===== src/rtl/apbdma_pkg.sv =====
// Shared types for the APB DMA narrow-to-wide upsize scheduler.
// Holds the FSM state encoding and the lane-ratio helper.
package apbdma_pkg;

   typedef enum logic [1:0] {
      Idle    = 2'd0,
      Collect = 2'd1,
      Send    = 2'd2
   } state_t;

   function automatic int ratio_of(input int in_w, input int out_w);
      return out_w / in_w;
   endfunction

endpackage


===== src/rtl/apbdma_rr_pick.sv =====
// Round-robin picker: first valid requester at or above the pointer,
// wrapping, returned as a one-hot grant and a binary index.
module apbdma_rr_pick #(
   parameter int N  = 4,
   parameter int IW = $clog2(N)
) (
   input  logic [N-1:0]  valid,
   input  logic [IW-1:0] ptr,
   output logic [N-1:0]  grant,
   output logic [IW-1:0] idx
);

   logic [IW:0] sum;
   logic        found;

   always_comb begin
      grant = '0;
      idx   = '0;
      found = 1'b0;
      sum   = '0;
      for (int k = 0; k < N; k++) begin
         // ptr < N, so one subtraction is enough to wrap
         sum = {1'b0, ptr} + (IW + 1)'(k);
         if (sum >= (IW + 1)'(N)) sum = sum - (IW + 1)'(N);
         if (!found && valid[sum[IW-1:0]]) begin
            found              = 1'b1;
            grant[sum[IW-1:0]] = 1'b1;
            idx                = sum[IW-1:0];
         end
      end
   end

endmodule


===== src/rtl/apbdma_upsize_sched.sv =====
// Packs narrow beats from a round-robin chosen requester into one wide
// word tagged with the requester ID; the grant is locked for the word.
module apbdma_upsize_sched
   import apbdma_pkg::*;
#(
   parameter int   NumReq       = 4,
   parameter int   InDataWidth  = 32,
   parameter int   OutDataWidth = 64,
   localparam int  IdWidth      = $clog2(NumReq)
) (
   input  logic                                  clk_i,
   input  logic                                  rst_ni,
   input  logic [NumReq-1:0][InDataWidth-1:0]    req_data_i,
   input  logic [NumReq-1:0][InDataWidth/8-1:0]  req_strb_i,
   input  logic [NumReq-1:0]                     req_last_i,
   input  logic [NumReq-1:0]                     req_valid_i,
   output logic [NumReq-1:0]                     req_ready_o,
   output logic [OutDataWidth-1:0]               data_o,
   output logic [OutDataWidth/8-1:0]             strb_o,
   output logic [IdWidth-1:0]                    id_o,
   output logic                                  last_o,
   output logic                                  valid_o,
   input  logic                                  ready_i
);

   localparam int Ratio     = ratio_of(InDataWidth, OutDataWidth);
   localparam int StrbWidth = InDataWidth / 8;
   localparam int OutStrb   = OutDataWidth / 8;
   localparam int CntWidth  = $clog2(Ratio);

   state_t                     state;
   logic [CntWidth-1:0]        cnt;
   logic [IdWidth-1:0]         ptr;
   logic [IdWidth-1:0]         gid;
   logic [OutDataWidth-1:0]    data_q;
   logic [OutStrb-1:0]         strb_q;
   logic                       last_q;
   logic                       valid_q;

   logic [NumReq-1:0]          pick_grant;
   logic [IdWidth-1:0]         pick_idx;
   logic [IdWidth-1:0]         sel;
   logic [NumReq-1:0]          ready_vec;
   logic                       xfer;
   logic [InDataWidth-1:0]     beat_data;
   logic [StrbWidth-1:0]       beat_strb;
   logic                       beat_last;

   apbdma_rr_pick #(
      .N  (NumReq),
      .IW (IdWidth)
   ) u_pick (
      .valid (req_valid_i),
      .ptr   (ptr),
      .grant (pick_grant),
      .idx   (pick_idx)
   );

   // Idle grant is gated by reset so ready stays low while held in reset
   always_comb begin
      ready_vec = '0;
      unique case (state)
         Idle:    ready_vec = pick_grant & {NumReq{rst_ni}};
         Collect: ready_vec = NumReq'(1) << gid;
         default: ready_vec = '0;
      endcase
   end

   assign sel       = (state == Collect) ? gid : pick_idx;
   assign beat_data = req_data_i[sel];
   assign beat_strb = req_strb_i[sel];
   assign beat_last = req_last_i[sel];
   assign xfer      = |(ready_vec & req_valid_i);

   always_ff @(posedge clk_i or negedge rst_ni) begin
      if (!rst_ni) begin
         state   <= Idle;
         cnt     <= '0;
         ptr     <= '0;
         gid     <= '0;
         data_q  <= '0;
         strb_q  <= '0;
         last_q  <= 1'b0;
         valid_q <= 1'b0;
      end else begin
         unique case (state)
            Idle: begin
               if (xfer) begin
                  data_q <= OutDataWidth'(beat_data);
                  strb_q <= OutStrb'(beat_strb);
                  gid    <= pick_idx;
                  cnt    <= CntWidth'(1);
                  last_q <= beat_last;
                  if (beat_last) begin
                     state   <= Send;
                     valid_q <= 1'b1;
                  end else begin
                     state <= Collect;
                  end
               end
            end
            Collect: begin
               if (xfer) begin
                  for (int l = 0; l < Ratio; l++) begin
                     if (cnt == CntWidth'(l)) begin
                        data_q[l*InDataWidth +: InDataWidth] <= beat_data;
                        strb_q[l*StrbWidth +: StrbWidth]     <= beat_strb;
                     end
                  end
                  cnt    <= cnt + CntWidth'(1);
                  last_q <= beat_last;
                  if (beat_last || cnt == CntWidth'(Ratio - 1)) begin
                     state   <= Send;
                     valid_q <= 1'b1;
                  end
               end
            end
            Send: begin
               if (ready_i) begin
                  state   <= Idle;
                  valid_q <= 1'b0;
                  cnt     <= '0;
                  ptr     <= (gid == IdWidth'(NumReq - 1)) ?
                             '0 : gid + IdWidth'(1);
               end
            end
            default: state <= Idle;
         endcase
      end
   end

   assign req_ready_o = ready_vec;
   assign data_o      = data_q;
   assign strb_o      = strb_q;
   assign id_o        = gid;
   assign last_o      = last_q;
   assign valid_o     = valid_q;

endmodule


===== config.mk =====
export PLATFORM = sky130hd
export DESIGN_NAME = apbdma_upsize_sched
export DESIGN_NICKNAME = d
export VERILOG_FILES = /design/src/rtl/apbdma_pkg.sv /design/src/rtl/apbdma_rr_pick.sv /design/src/rtl/apbdma_upsize_sched.sv
export SDC_FILE = /design/constraint.sdc
export NUM_CORES = 1
export LEC_CHECK = 0
export BUFFER_PORTS_ARGS = -buffer_cell sky130_fd_sc_hd__buf_2
export CAP_MARGIN = 30
export CORE_ASPECT_RATIO = 0.9
export CORE_MARGIN = 1
export CORE_UTILIZATION = 35
export DETAILED_ROUTE_END_ITERATION = 12
export HOLD_SLACK_MARGIN = 0.08
export PLACE_DENSITY_LB_ADDON = 0.3
export SLEW_MARGIN = 0
export SYNTH_ARGS = -nofsm -noshare
export SYNTH_HDL_FRONTEND = slang
export SYNTH_SLANG_ARGS = --single-unit

===== constraint.sdc =====
create_clock -name clk_i -period 3.15 [get_ports clk_i]
set_clock_uncertainty 0.1 [all_clocks]
set_input_delay 0.63 -clock clk_i [delete_from_list [all_inputs] [get_ports clk_i]]
set_output_delay 0.63 -clock clk_i [all_outputs]
set_load 0.02 [all_outputs]

==> run metrics <==
status finished with violations; violated checks setup timing; crit-path leading delay family compound AO/OA/AOI/OAI gates; Finished Layout Cells just over 900; DP Cell Count 899; Area Overhead vs Synth 48.3%; total placed instance area between 6000 and 7000 µm²; Final setup viols 1; worst stage delay on the critical path 0.42 ns; maximum capacitance violations 0; cell taking the most area after synthesis dfrtp_1; top-area cell type share of the netlist area 0.406; initial antenna violation count 0; area of the core approximately 14,000 µm²; syn_nets between 600 and 700; worst-path maximum fanout 5; Wirelength per Cell 17.8 µm; mean post-synth cell area 10.7 µm²; register area share after synthesis 0.406; vias per cell roughly 5.2; Mapped Cells 467; Internal Pwr Total 4.68 mW; GR Util All Layers 0.215; Leak 3.76 nW; Routed WL ~17 mm; largest net degree at the start of global routing 73; global route overflow 0; startpoint types register; PwrDens 1140 nW/µm²; arrival time worst endpoint 2.43 ns; clk slew on worst S/H paths 0.07 ns; routability cong. 0.832; Least-Margin Pin Slew around 0.90 ns; Critical Path, Cell by Cell inv_2 -> ha_4 -> mux4_2 -> a21oi_2 -> buf_4 -> nand2_1 -> a22o_1 -> a32o_2 -> buf_6; WP buf/inv 3; Sequential Power Share 0.197; share of layout cells above drive strength 1 0.506; post-route cell area between 7000 and 8000 µm²; fin. max-slew vios 0; sw power about 3.8 mW; register bit total from synthesis 81; Mapped Area 4990 µm²; Syn. warnings 0; Seq. cell area 2030 µm²; final worst setup slack -0.00510 ns; # H-tree levels 3; number of synthesized flops with an enable pin 0; Critical-path top delay cell dfrtp_2; HP Class in -> async; Min Clock Period, post-route 3.16 ns; Setup CP Type reg -> out; Core Rows 41; Final Hold Fails 0; Unique masters post-synth 51; dpl hpwl 11.8 mm; period utilization 1.00; max frequency 317 MHz; ys async rst share 1.00; RSZ-0062 raised after global routing yes; # clock sinks 81; total CTS buffers 9; Max Root-Sink Buffers 2; root buf cell clkbuf_16; vias in the first global route ~4.7k; Die Y-Extent 115 µm; dominant synthesized flop cell dfrtp_1; later-pin clock latency in the skew report around 0.34 ns; clock share of power 0.122; antenna viol nets, final 0; Layout Nets 902; Initial DRC Count 247; synth cell count leaders 81 x dfrtp_1, 45 x a21oi_1, 40 x a22o_1, 40 x mux2_1; setup tns final -0.00510 ns; relative slew slack 0.398; count leader, synth dfrtp_1; Logic pwr share 0.681; via count just under 5k; multi-input logic area 2950 µm²; 1st-pass router iterations 5; first-pass GRT wire length 24.3 mm; Die Area ~15,000 µm²; CTS tree done; Area contributors post-synth dfrtp_1 41%, mux2_1 9.0%, mux2i_1 7.8%, a22o_1 7.0%, a211oi_1 5.6%; cts hold-fix bufs 0; Sw Share 0.445; Starting Density 0.358; DIE WIDTH 128 µm; drt drc 0; VDD IR max approximately 0.44 mV; Worst setup EP type primary output; IO Port Bufs 234; ant diodes 0; fin util 0.531; total power 8.43 mW; Fill cells 1,318; # IOs 235; Data required, critical path 2.42 ns
state kept, by name (all words and copies together), names as in the netlist:
| register | count |
|---|---|
| data_o | 64 |
| id_o | 2 |
| ptr | 2 |
| last_o | 1 |
| strb_o | 8 |
| cnt | 1 |
| state | 2 |
| valid_o | 1 |
cell families after synthesis:
group           share of synthesized area
buf+inv                            0.0501
flops                               0.406
mux                                 0.189
simple gates                       0.0915
fa+ha+maj                          0.0376
compound gates                      0.226
layer usage:
layer	global-route usage	vias up	routed length [µm]
met2	0.371	172	8100
met3	0.0638	13	967
li1	-	2280	-
met4	0.0541	0	139
met1	0.263	2355	7390
met5	0	-	0
what timing repair did:
item | 4_1_cts | 5_1_grt
pin swaps | 2 | 2
gates cloned | 1 | 5
endpoints found under the setup margin | 6 | 81
resized for setup | 9 | 48
buffers inserted | 6 | 4
final cells by class:
cell class / instances / area share
Inverter: 13 / 0.00693
Clock inverter: 6 / 0.00676
Clock buffer: 10 / 0.0323
Timing Repair Buffer: 292 / 0.249
Multi-Input combinational cell: 335 / 0.398
Sequential cell: 81 / 0.274
Tap cell: 193 / 0.0326
power groups by stage:
stage | sequential, mW | clock (mW) | combinational (mW)
detailed placement | 1.65 | 0 | 4.92
CTS | 1.64 | 1.05 | 5.08
finish | 1.66 | 1.03 | 5.74
floorplan | 2.00 | 0 | 2.98
global route | 1.70 | 1.10 | 6.19
global placement | 1.64 | 0 | 4.81
cells in the final DEF (no fill, tap or decap), types with 3 or more instances in the layout:
master	count
nand2_1	15
buf_12	11
inv_1	10
ha_1	14
clkbuf_16	13
buf_6	6
nand3b_1	3
dfrtp_1	79
a21oi_1	43
mux2_1	4
o21ai_0	4
nor2b_1	39
buf_4	40
a22oi_1	5
clkinvlp_4	4
a22o_1	40
nor2_1	7
mux2i_1	39
a211oi_1	37
mux2_4	36
mux4_2	5
nand2b_1	3
a21oi_2	3
buf_2	231
metrics by stage:
| step | hold slack (ns) | worst slack [ns] |
|---|---|---|
| finish | 0.126 | -0.00510 |
| CTS | 0.125 | 0.000240 |
| floorplan | 0.234 | -0.00892 |
| global placement | 0.367 | -0.107 |
| global route | 0.115 | -0.0925 |
| detailed placement | 0.370 | -0.203 |
path summary, 6_finish.rpt:
check,from,endpoint,slack (ns),cells past startpoint
setup / recovery,ptr[1],req_ready_o[2],-0.005,9
setup reg to reg,ptr[1],data_o[13],0.05,12
hold / removal,rst_ni,data_o[47],0.13,2
hold reg to reg,strb_o[7],strb_o[7],0.41,1
min in group clk_i,strb_o[7],strb_o[7],0.41,1
max in group asynchronous,rst_ni,ptr[1],1.64,3
worst reg2reg max path: cells and delay by family, from the launching register on:
kind,cells,cell delay (ns)
AOI/OAI and AO/OA,4,0.82
muxes,2,0.64
buffers and inverters,4,0.55
DFF,1,0.45
and+or+nand+nor,1,0.23
adders and majority gates,1,0.21
Note: power is estimated with default switching activity, not from simulation.
